File: config.mk
export PLATFORM = sky130hd
export DESIGN_NAME = rs232_rx
export DESIGN_NICKNAME = d
export VERILOG_FILES = /design/src/rtl/rs232_rx.sv
export SDC_FILE = /design/constraint.sdc
export NUM_CORES = 1
export LEC_CHECK = 0
export ABC_CLOCK_PERIOD_IN_PS = 4970
export CAP_MARGIN = 20
export CELL_PAD_IN_SITES_DETAIL_PLACEMENT = 0
export CELL_PAD_IN_SITES_GLOBAL_PLACEMENT = 1
export CORE_MARGIN = 2
export CORE_UTILIZATION = 38
export CTS_BUF_LIST = sky130_fd_sc_hd__clkbuf_8
export DETAILED_ROUTE_END_ITERATION = 8
export PLACE_DENSITY = 0.78
export REMOVE_ABC_BUFFERS = 1
export SETUP_SLACK_MARGIN = 0.02
export SLEW_MARGIN = 20
export SYNTH_ARGS = -nofsm -noshare
export SYNTH_HDL_FRONTEND = slang
export SYNTH_SLANG_ARGS = --single-unit
File: constraint.sdc
create_clock -name clk_50mhz -period 4.97 [get_ports clk_50mhz]
set_clock_uncertainty 0.15 [all_clocks]
set_input_delay 0.994 -clock clk_50mhz [delete_from_list [all_inputs] [get_ports clk_50mhz]]
set_output_delay 0.994 -clock clk_50mhz [all_outputs]
set_load 0.1 [all_outputs]
File: src/rtl/rs232_rx.sv
// rs232_rx: 8N1 serial receiver, 16x oversampled with 3-sample majority vote.
// Ports: clk_50mhz/rst_n, rx_tick, rx -> wr_clk/wr_en/dout to rx FIFO, full,
//        frame_err and overrun 1-clock status pulses.
module rs232_rx #(
    parameter int OS_RATE  = 16,
    parameter int SYNC_STG = 2
) (
    input  logic       clk_50mhz,
    input  logic       rst_n,
    input  logic       rx_tick,
    input  logic       rx,
    output logic       wr_clk,
    output logic       wr_en,
    output logic [7:0] dout,
    input  logic       full,
    output logic       frame_err,
    output logic       overrun
);

    localparam int CW = $clog2(OS_RATE);
    localparam int M  = OS_RATE / 2;
    localparam logic [CW-1:0] C_LO  = CW'(M - 1);
    localparam logic [CW-1:0] C_MID = CW'(M);
    localparam logic [CW-1:0] C_HI  = CW'(M + 1);
    localparam logic [CW-1:0] C_TOP = CW'(OS_RATE - 1);

    typedef enum logic [2:0] {
        S_IDLE,
        S_START,
        S_DATA,
        S_STOP,
        S_BRK
    } state_t;

    logic [SYNC_STG-1:0] r_sync;
    state_t              r_state;
    logic [CW-1:0]       r_os_cnt;
    logic [2:0]          r_bit_cnt;
    logic [7:0]          r_shift;
    logic                r_s0;
    logic                r_s1;
    logic                r_armed;
    logic                r_wr_en;
    logic [7:0]          r_dout;
    logic                r_frame_err;
    logic                r_overrun;

    state_t        w_state;
    logic [CW-1:0] w_os_cnt;
    logic [CW-1:0] w_os_inc;
    logic [2:0]    w_bit_cnt;
    logic [7:0]    w_shift;
    logic          w_armed;
    logic          w_wr_en;
    logic [7:0]    w_dout;
    logic          w_frame_err;
    logic          w_overrun;
    logic          w_rxs;
    logic          w_vote;
    logic          w_dec;

    assign wr_clk    = clk_50mhz;
    assign wr_en     = r_wr_en;
    assign dout      = r_dout;
    assign frame_err = r_frame_err;
    assign overrun   = r_overrun;

    assign w_rxs    = r_sync[SYNC_STG-1];
    assign w_vote   = (r_s0 & r_s1) | (r_s0 & w_rxs) | (r_s1 & w_rxs);
    assign w_dec    = rx_tick && (r_os_cnt == C_HI);
    assign w_os_inc = (r_os_cnt == C_TOP) ? '0 : r_os_cnt + 1'b1;

    always_comb begin
        w_state     = r_state;
        w_os_cnt    = r_os_cnt;
        w_bit_cnt   = r_bit_cnt;
        w_shift     = r_shift;
        w_armed     = r_armed;
        w_wr_en     = 1'b0;
        w_dout      = r_dout;
        w_frame_err = 1'b0;
        w_overrun   = 1'b0;
        if (rx_tick) begin
            unique case (r_state)
                S_IDLE: begin
                    // A start edge is only accepted once the line was seen high.
                    if (w_rxs) begin
                        w_armed = 1'b1;
                    end else if (r_armed) begin
                        w_state  = S_START;
                        w_os_cnt = '0;
                        w_armed  = 1'b0;
                    end
                end
                S_START: begin
                    w_os_cnt = w_os_inc;
                    if (w_dec) begin
                        if (!w_vote) begin
                            w_state   = S_DATA;
                            w_bit_cnt = '0;
                        end else begin
                            w_state = S_IDLE;
                        end
                    end
                end
                S_DATA: begin
                    w_os_cnt = w_os_inc;
                    if (w_dec) begin
                        w_shift   = {w_vote, r_shift[7:1]};
                        w_bit_cnt = r_bit_cnt + 3'd1;
                        if (r_bit_cnt == 3'd7) begin
                            w_state = S_STOP;
                        end
                    end
                end
                S_STOP: begin
                    w_os_cnt = w_os_inc;
                    if (w_dec) begin
                        if (w_vote) begin
                            // Leave at mid-stop so an early start edge is caught.
                            w_state = S_IDLE;
                            w_armed = 1'b1;
                            if (full) begin
                                w_overrun = 1'b1;
                            end else begin
                                w_wr_en = 1'b1;
                                w_dout  = r_shift;
                            end
                        end else begin
                            w_state     = S_BRK;
                            w_frame_err = 1'b1;
                        end
                    end
                end
                S_BRK: begin
                    if (w_rxs) begin
                        w_state = S_IDLE;
                        w_armed = 1'b1;
                    end
                end
                default: begin
                    w_state = S_IDLE;
                end
            endcase
        end
    end

    always_ff @(posedge clk_50mhz or negedge rst_n) begin
        if (!rst_n) begin
            r_sync      <= '1;
            r_state     <= S_IDLE;
            r_os_cnt    <= '0;
            r_bit_cnt   <= '0;
            r_shift     <= '0;
            r_s0        <= 1'b1;
            r_s1        <= 1'b1;
            r_armed     <= 1'b0;
            r_wr_en     <= 1'b0;
            r_dout      <= '0;
            r_frame_err <= 1'b0;
            r_overrun   <= 1'b0;
        end else begin
            r_sync      <= {r_sync[SYNC_STG-2:0], rx};
            r_state     <= w_state;
            r_os_cnt    <= w_os_cnt;
            r_bit_cnt   <= w_bit_cnt;
            r_shift     <= w_shift;
            r_armed     <= w_armed;
            r_wr_en     <= w_wr_en;
            r_dout      <= w_dout;
            r_frame_err <= w_frame_err;
            r_overrun   <= w_overrun;
            if (rx_tick && r_os_cnt == C_LO) begin
                r_s0 <= w_rxs;
            end
            if (rx_tick && r_os_cnt == C_MID) begin
                r_s1 <= w_rxs;
            end
        end
    end

endmodule

==> results of run 1 <==
==> worst max-delay path by stage <==
stage	start	endpoint	slack (ps)	cells after the start
finish	clk_50mhz	wr_clk	160	3
global route	clk_50mhz	wr_clk	140	3
CTS	clk_50mhz	wr_clk	150	3
detailed placement	clk_50mhz	wr_clk	400	1
global placement	clk_50mhz	wr_clk	400	1
floorplan	clk_50mhz	wr_clk	1340	0
==> critical path, delay by kind of cell <==
family,cells,cell delay (ps)
buf+inv,3,1180
==> final cells by class <==
| type | count | area (µm²) |
|---|---|---|
| Inverter | 6 | 22.5 |
| Clock inverter | 2 | 12.5 |
| Fill cell | 355 | 2090 |
| Timing Repair Buffer | 16 | 158 |
| Multi-Input combinational cell | 75 | 697 |
| Sequential cell | 34 | 856 |
| Clock buffer | 10 | 134 |
| Tap cell | 50 | 62.6 |
==> power by group <==
group          internal, mW  switching (mW)  leakage (nW)
Clock                 0.176           0.178        0.0727
Combinational        0.0772          0.0756         0.372
Sequential            0.320          0.0591         0.449
Total                 0.573           0.313         0.893
==> cell usage in the layout, fill, tap and decap left out, types with 3 or more instances in the layout <==
cell type,synthesis,routed
dfrtp_1,30,30
clkdlybuf4s50_1,0,16
mux2_2,11,11
clkbuf_8,0,9
mux2_4,8,8
inv_1,6,6
o21ai_0,5,5
ha_1,5,5
nand2_1,4,4
nor2_1,4,4
dfstp_2,4,4
nor3_1,3,3
nand4b_1,3,3
==> registers in the layout, indices dropped and copies added (netlist names) <==
| name | cells |
|---|---|
| r_sync | 2 |
| r_armed | 1 |
| dout | 8 |
| r_os_cnt | 4 |
| frame_err | 1 |
| r_bit_cnt | 3 |
| r_s1 | 1 |
| wr_en | 1 |
| r_s0 | 1 |
| overrun | 1 |
| r_state | 3 |
| r_shift | 8 |
==> metal layers <==
layer | GRT usage [%] | share of wire (%)
met3 | 6.29 | 4.7
met1 | 17.5 | 47
met5 | 0 | 0
met2 | 19.9 | 47
met4 | 7.19 | 1.5
==> kinds of logic after synthesis <==
| family | synth area share (%) |
|---|---|
| flip-flops | 53.1 |
| AND/OR/NAND/NOR | 12.7 |
| AO/OA/AOI/OAI | 9.63 |
| multiplexers | 16.4 |
| buffers and inverters | 3.65 |
| adder cells (fa/ha/maj) | 4.58 |
==> per-stage QoR <==
stage	total power, mW	cell area [µm²]	hold slack (ps)
floorplan	0.490	1580	195
global placement	0.608	1810	202
detailed placement	0.613	1810	203
CTS	0.895	1940	215
global route	0.941	1940	219
finish	0.886	1940	212
==> results.json, run 1 <==
{
  "drive_above_1_share_pct": 30.1,
  "hp-class": "flop to flop",
  "io_buffer_count": 16,
  "synth_top_area_share_pct": 46.6,
  "detail-route-antenna-nets": 0,
  "finalHoldViolations": 0,
  "rr_startpoint": "r_state[2]$_DFFE_PN0P_",
  "r2r_cells": 4,
  "powerDensity_nw_per_um2": 456,
  "yosysSeqAreaShare_pct": 53.1,
  "status": "finished, final reports clean",
  "fin_ws_ps": 161,
  "setup_viol": 0,
  "netlist_instances": 121,
  "yosys.area.top_type": "dfrtp_1",
  "coreArea_um2": 4030,
  "r2r_slack_ps": 2550,
  "worstPathCellList": "clkbuf_8 -> clkbuf_8 -> clkdlybuf4s50_1",
  "critPathKind": "clock port to primary output",
  "io_pins": 17,
  "synthMostInstantiatedCell": "dfrtp_1",
  "cts_hold_buf": 0,
  "holdPathEnd": "r_sync[1]$_DFF_PN1_",
  "wl_mm": 2.86,
  "p_leak_nw": 0.893,
  "dr.pass1.iters": 4,
  "rsz0062_at_grt": "no",
  "viasPerCell": 5.20,
  "startpoint_type": "clock port",
  "dieArea_um2": 4780,
  "finish.utilization_pct": 48.2,
  "cp.required_ps": 3830,
  "gp_congestion": 0.723,
  "ys.flop_type": "dfrtp_1",
  "cap_violations": 0,
  "synth_edf_count": 0,
  "critPathSlowestCell": "clkdlybuf4s50_1",
  "drt-initial-drc-count": 49,
  "cts_tree": "done",
  "cp_data_arrival_time_ps": 3660,
  "n_antenna_cell": 0,
  "drv_slew": 0,
  "insertion_delay_ps": 390,
  "antenna_found_initial": 0,
  "end_kind": "primary output",
  "cts_resized": 0,
  "synth-seq-cells": 34,
  "tns_ps": 0,
  "crit_top_cell": "clkbuf_8",
  "synth.distinct_cells": 39,
  "synthToLayoutAreaGrowth_pct": 20.5,
  "chipHeight_um": 69.1,
  "hp-start": "r_sync[0]$_DFF_PN1_",
  "synth_warnings": 0,
  "num_vias": 1004,
  "synth_area_leaders": "dfrtp_1, mux2_2, mux2_4",
  "track_usage_pct": 13.9,
  "place_inst": 182,
  "synthTopCellsByCount": "dfrtp_1, mux2_2, mux2_4",
  "grt_pass1_vias": 1083,
  "start_util_pct": 40.0,
  "async_flop_share_pct": 100,
  "clkTransAtPathRegs_ps": 70,
  "grt_pass1_wl_mm": 5.15,
  "num_rows": 23,
  "post_cts_buffers": 0,
  "fin_cells": 193,
  "nets": 152,
  "syn_avg_cell_area_um2": 13.3,
  "dp_hpwl_mm": 1.84,
  "slew-limit-headroom_pct": 34.5,
  "drc": 0,
  "place_worst_setup_slack_ps": 401,
  "gr-total-overflow": 0,
  "r2r-end": "dout[3]$_DFFE_PN0P_",
  "netlist_area_um2": 1610,
  "max_stage_delay_ps": 950,
  "ir_drop_mv": 0.435,
  "grt_max_degree": 35,
  "crit_fanout": 2,
  "whs_path_depth": 0,
  "worst_pin_slew_ps": 980,
  "avgRoutedWirePerCell_um": 14.8,
  "die_width_um": 69.1
}
No activity file was read; power rests on OpenSTA's default activity.
==> inputs of run 2 (changes only) <==
--- a/config.mk
+++ b/config.mk
@@ -6,7 +6,6 @@
 export NUM_CORES = 1
 export LEC_CHECK = 0
 export ABC_CLOCK_PERIOD_IN_PS = 4970
-export CAP_MARGIN = 20
 export CELL_PAD_IN_SITES_DETAIL_PLACEMENT = 0
 export CELL_PAD_IN_SITES_GLOBAL_PLACEMENT = 1
 export CORE_MARGIN = 2
==> constraint.sdc (replaced) <==
create_clock -name clk_50mhz -period 4.97 [get_ports clk_50mhz]
set_clock_uncertainty 0.15 [all_clocks]
set_input_delay 1.491 -clock clk_50mhz [delete_from_list [all_inputs] [get_ports clk_50mhz]]
set_output_delay 1.491 -clock clk_50mhz [all_outputs]
set_load 0.1 [all_outputs]
==> results.json, run 2 (synthesis gave the netlist of run 1 again) <==
{
  "status": "finished, final reports clean",
  "gp_congestion": 0.723,
  "place_worst_setup_slack_ps": -95.6,
  "n_fill_cell": 355,
  "dp_hpwl_mm": 1.84,
  "p_leak_nw": 0.894,
  "cp_data_arrival_time_ps": 3290,
  "slew-limit-headroom_pct": 34.5,
  "num_vias": 1004,
  "setup_viol": 0,
  "insertion_delay_ps": 390,
  "synthToLayoutAreaGrowth_pct": 20.4,
  "wl_mm": 2.86,
  "n_antenna_cell": 0,
  "dieArea_um2": 4780,
  "post_cts_buffers": 0,
  "end_kind": "primary output",
  "rsz0062_at_grt": "no",
  "p_clk_share_pct": 39.5,
  "grt_pass1_vias": 1083,
  "coreArea_um2": 4030,
  "io_buffer_count": 16,
  "critPathKind": "clock port to primary output",
  "cap_violations": 0,
  "clkTransAtPathRegs_ps": 70,
  "fin_ws_ps": 39.6,
  "grt_max_degree": 35,
  "detail-route-antenna-nets": 0,
  "io_pins": 17,
  "drv_slew": 0,
  "chipHeight_um": 69.1,
  "worst_pin_slew_ps": 980,
  "cts_tree": "done",
  "start_util_pct": 40.0,
  "hp-class": "flop to flop",
  "p_int_mw": 0.567,
  "mostFrequentLayoutCells": "dfrtp_1, clkdlybuf4s50_1, mux2_2",
  "ir_drop_mv": 0.411,
  "dr.pass1.iters": 4,
  "grtUsageMet1_pct": 17.5,
  "pwr-share-seq_pct": 43.1,
  "startpoint_type": "clock port",
  "final_common_cell": "dfrtp_1",
  "tns_ps": 0,
  "grt_pass1_wl_mm": 5.15,
  "gr-total-overflow": 0,
  "switching_share_pct": 35.5,
  "track_usage_pct": 13.9,
  "nets": 152,
  "p_comb_share_pct": 17.4,
  "cp.required_ps": 3330,
  "use_met3_pct": 6.29,
  "drt-initial-drc-count": 49,
  "grt.busiest_layer": "met2",
  "antenna_found_initial": 0,
  "crit_fanout": 2,
  "avgRoutedWirePerCell_um": 14.8,
  "finalHoldViolations": 0,
  "drive_above_1_share_pct": 30.1,
  "grt_util_met2_pct": 19.9,
  "whs_ps": 212,
  "p_switching_mw": 0.312,
  "num_rows": 23,
  "die_width_um": 69.1,
  "drc": 0,
  "powerDensity_nw_per_um2": 453,
  "viasPerCell": 5.20
}
run 2: changes by cell type in the layout (fill, tap and decap cells not counted), sizes merged:
cell and delta:
dlygate4sd2 +1, clkdlybuf4s50 -1
run 2: stage by stage:
stage	total power [mW]	instance area [µm²]	util, %	instances
floorplan	0.490	1580	-	115
global placement	0.608	1810	44.8	182
detailed placement	0.613	1810	44.8	182
CTS	0.889	1940	48.2	193
global route	0.935	1940	48.2	193
finish	0.879	1940	48.2	193
run 2: path summary, 6_finish.rpt:
check                                             from                       to  slack (ps)  cells past startpoint
min in group asynchronous                        rst_n  r_os_cnt[2]$_DFFE_PN0P_        1340                      2
worst min-delay path               r_sync[0]$_DFF_PN1_      r_sync[1]$_DFF_PN1_         210                      0
max in group asynchronous                        rst_n      r_sync[0]$_DFF_PN1_        3000                      2
worst max-delay path                         clk_50mhz                   wr_clk          40                      3
worst min register to register     r_sync[0]$_DFF_PN1_      r_sync[1]$_DFF_PN1_         210                      0
worst max register to register  r_state[2]$_DFFE_PN0P_      dout[3]$_DFFE_PN0P_        2550                      4
run 2: timing repair:
item | CTS | global route
resized for setup | 1 | 0
hold buffers | 0 | 0
setup endpoints to repair | 1 | 0
run 2: metal layers:
metal  routed length (µm)  part of all wire (%)
met3                  134                   4.7
met1                 1340                    47
met4                   42                   1.5
met5                    0                     0
met2                 1340                    47
run 2: power by group through the flow:
stage / clock network [mW] / registers (mW) / logic (mW)
final: 0.348 / 0.379 / 0.153
after global routing: 0.376 / 0.387 / 0.172
after CTS: 0.357 / 0.378 / 0.154
after detailed placement: 0.0790 / 0.382 / 0.151
after global placement: 0.0790 / 0.379 / 0.150
after floorplan: 0 / 0.370 / 0.120
run 2: worst max-delay path, stage by stage:
cell           delay (ps)
clkbuf_8              110
clkbuf_8              120
dlygate4sd2_1         580
run 2: cell type report:
type,count,area [µm²],area share [%]
Timing Repair Buffer,16,158,8.12
Sequential cell,34,856,44.1
Tap cell,50,62.6,3.22
Clock inverter,2,12.5,0.645
Multi-Input combinational cell,75,697,35.9
Clock buffer,10,133,6.83
Inverter,6,22.5,1.16
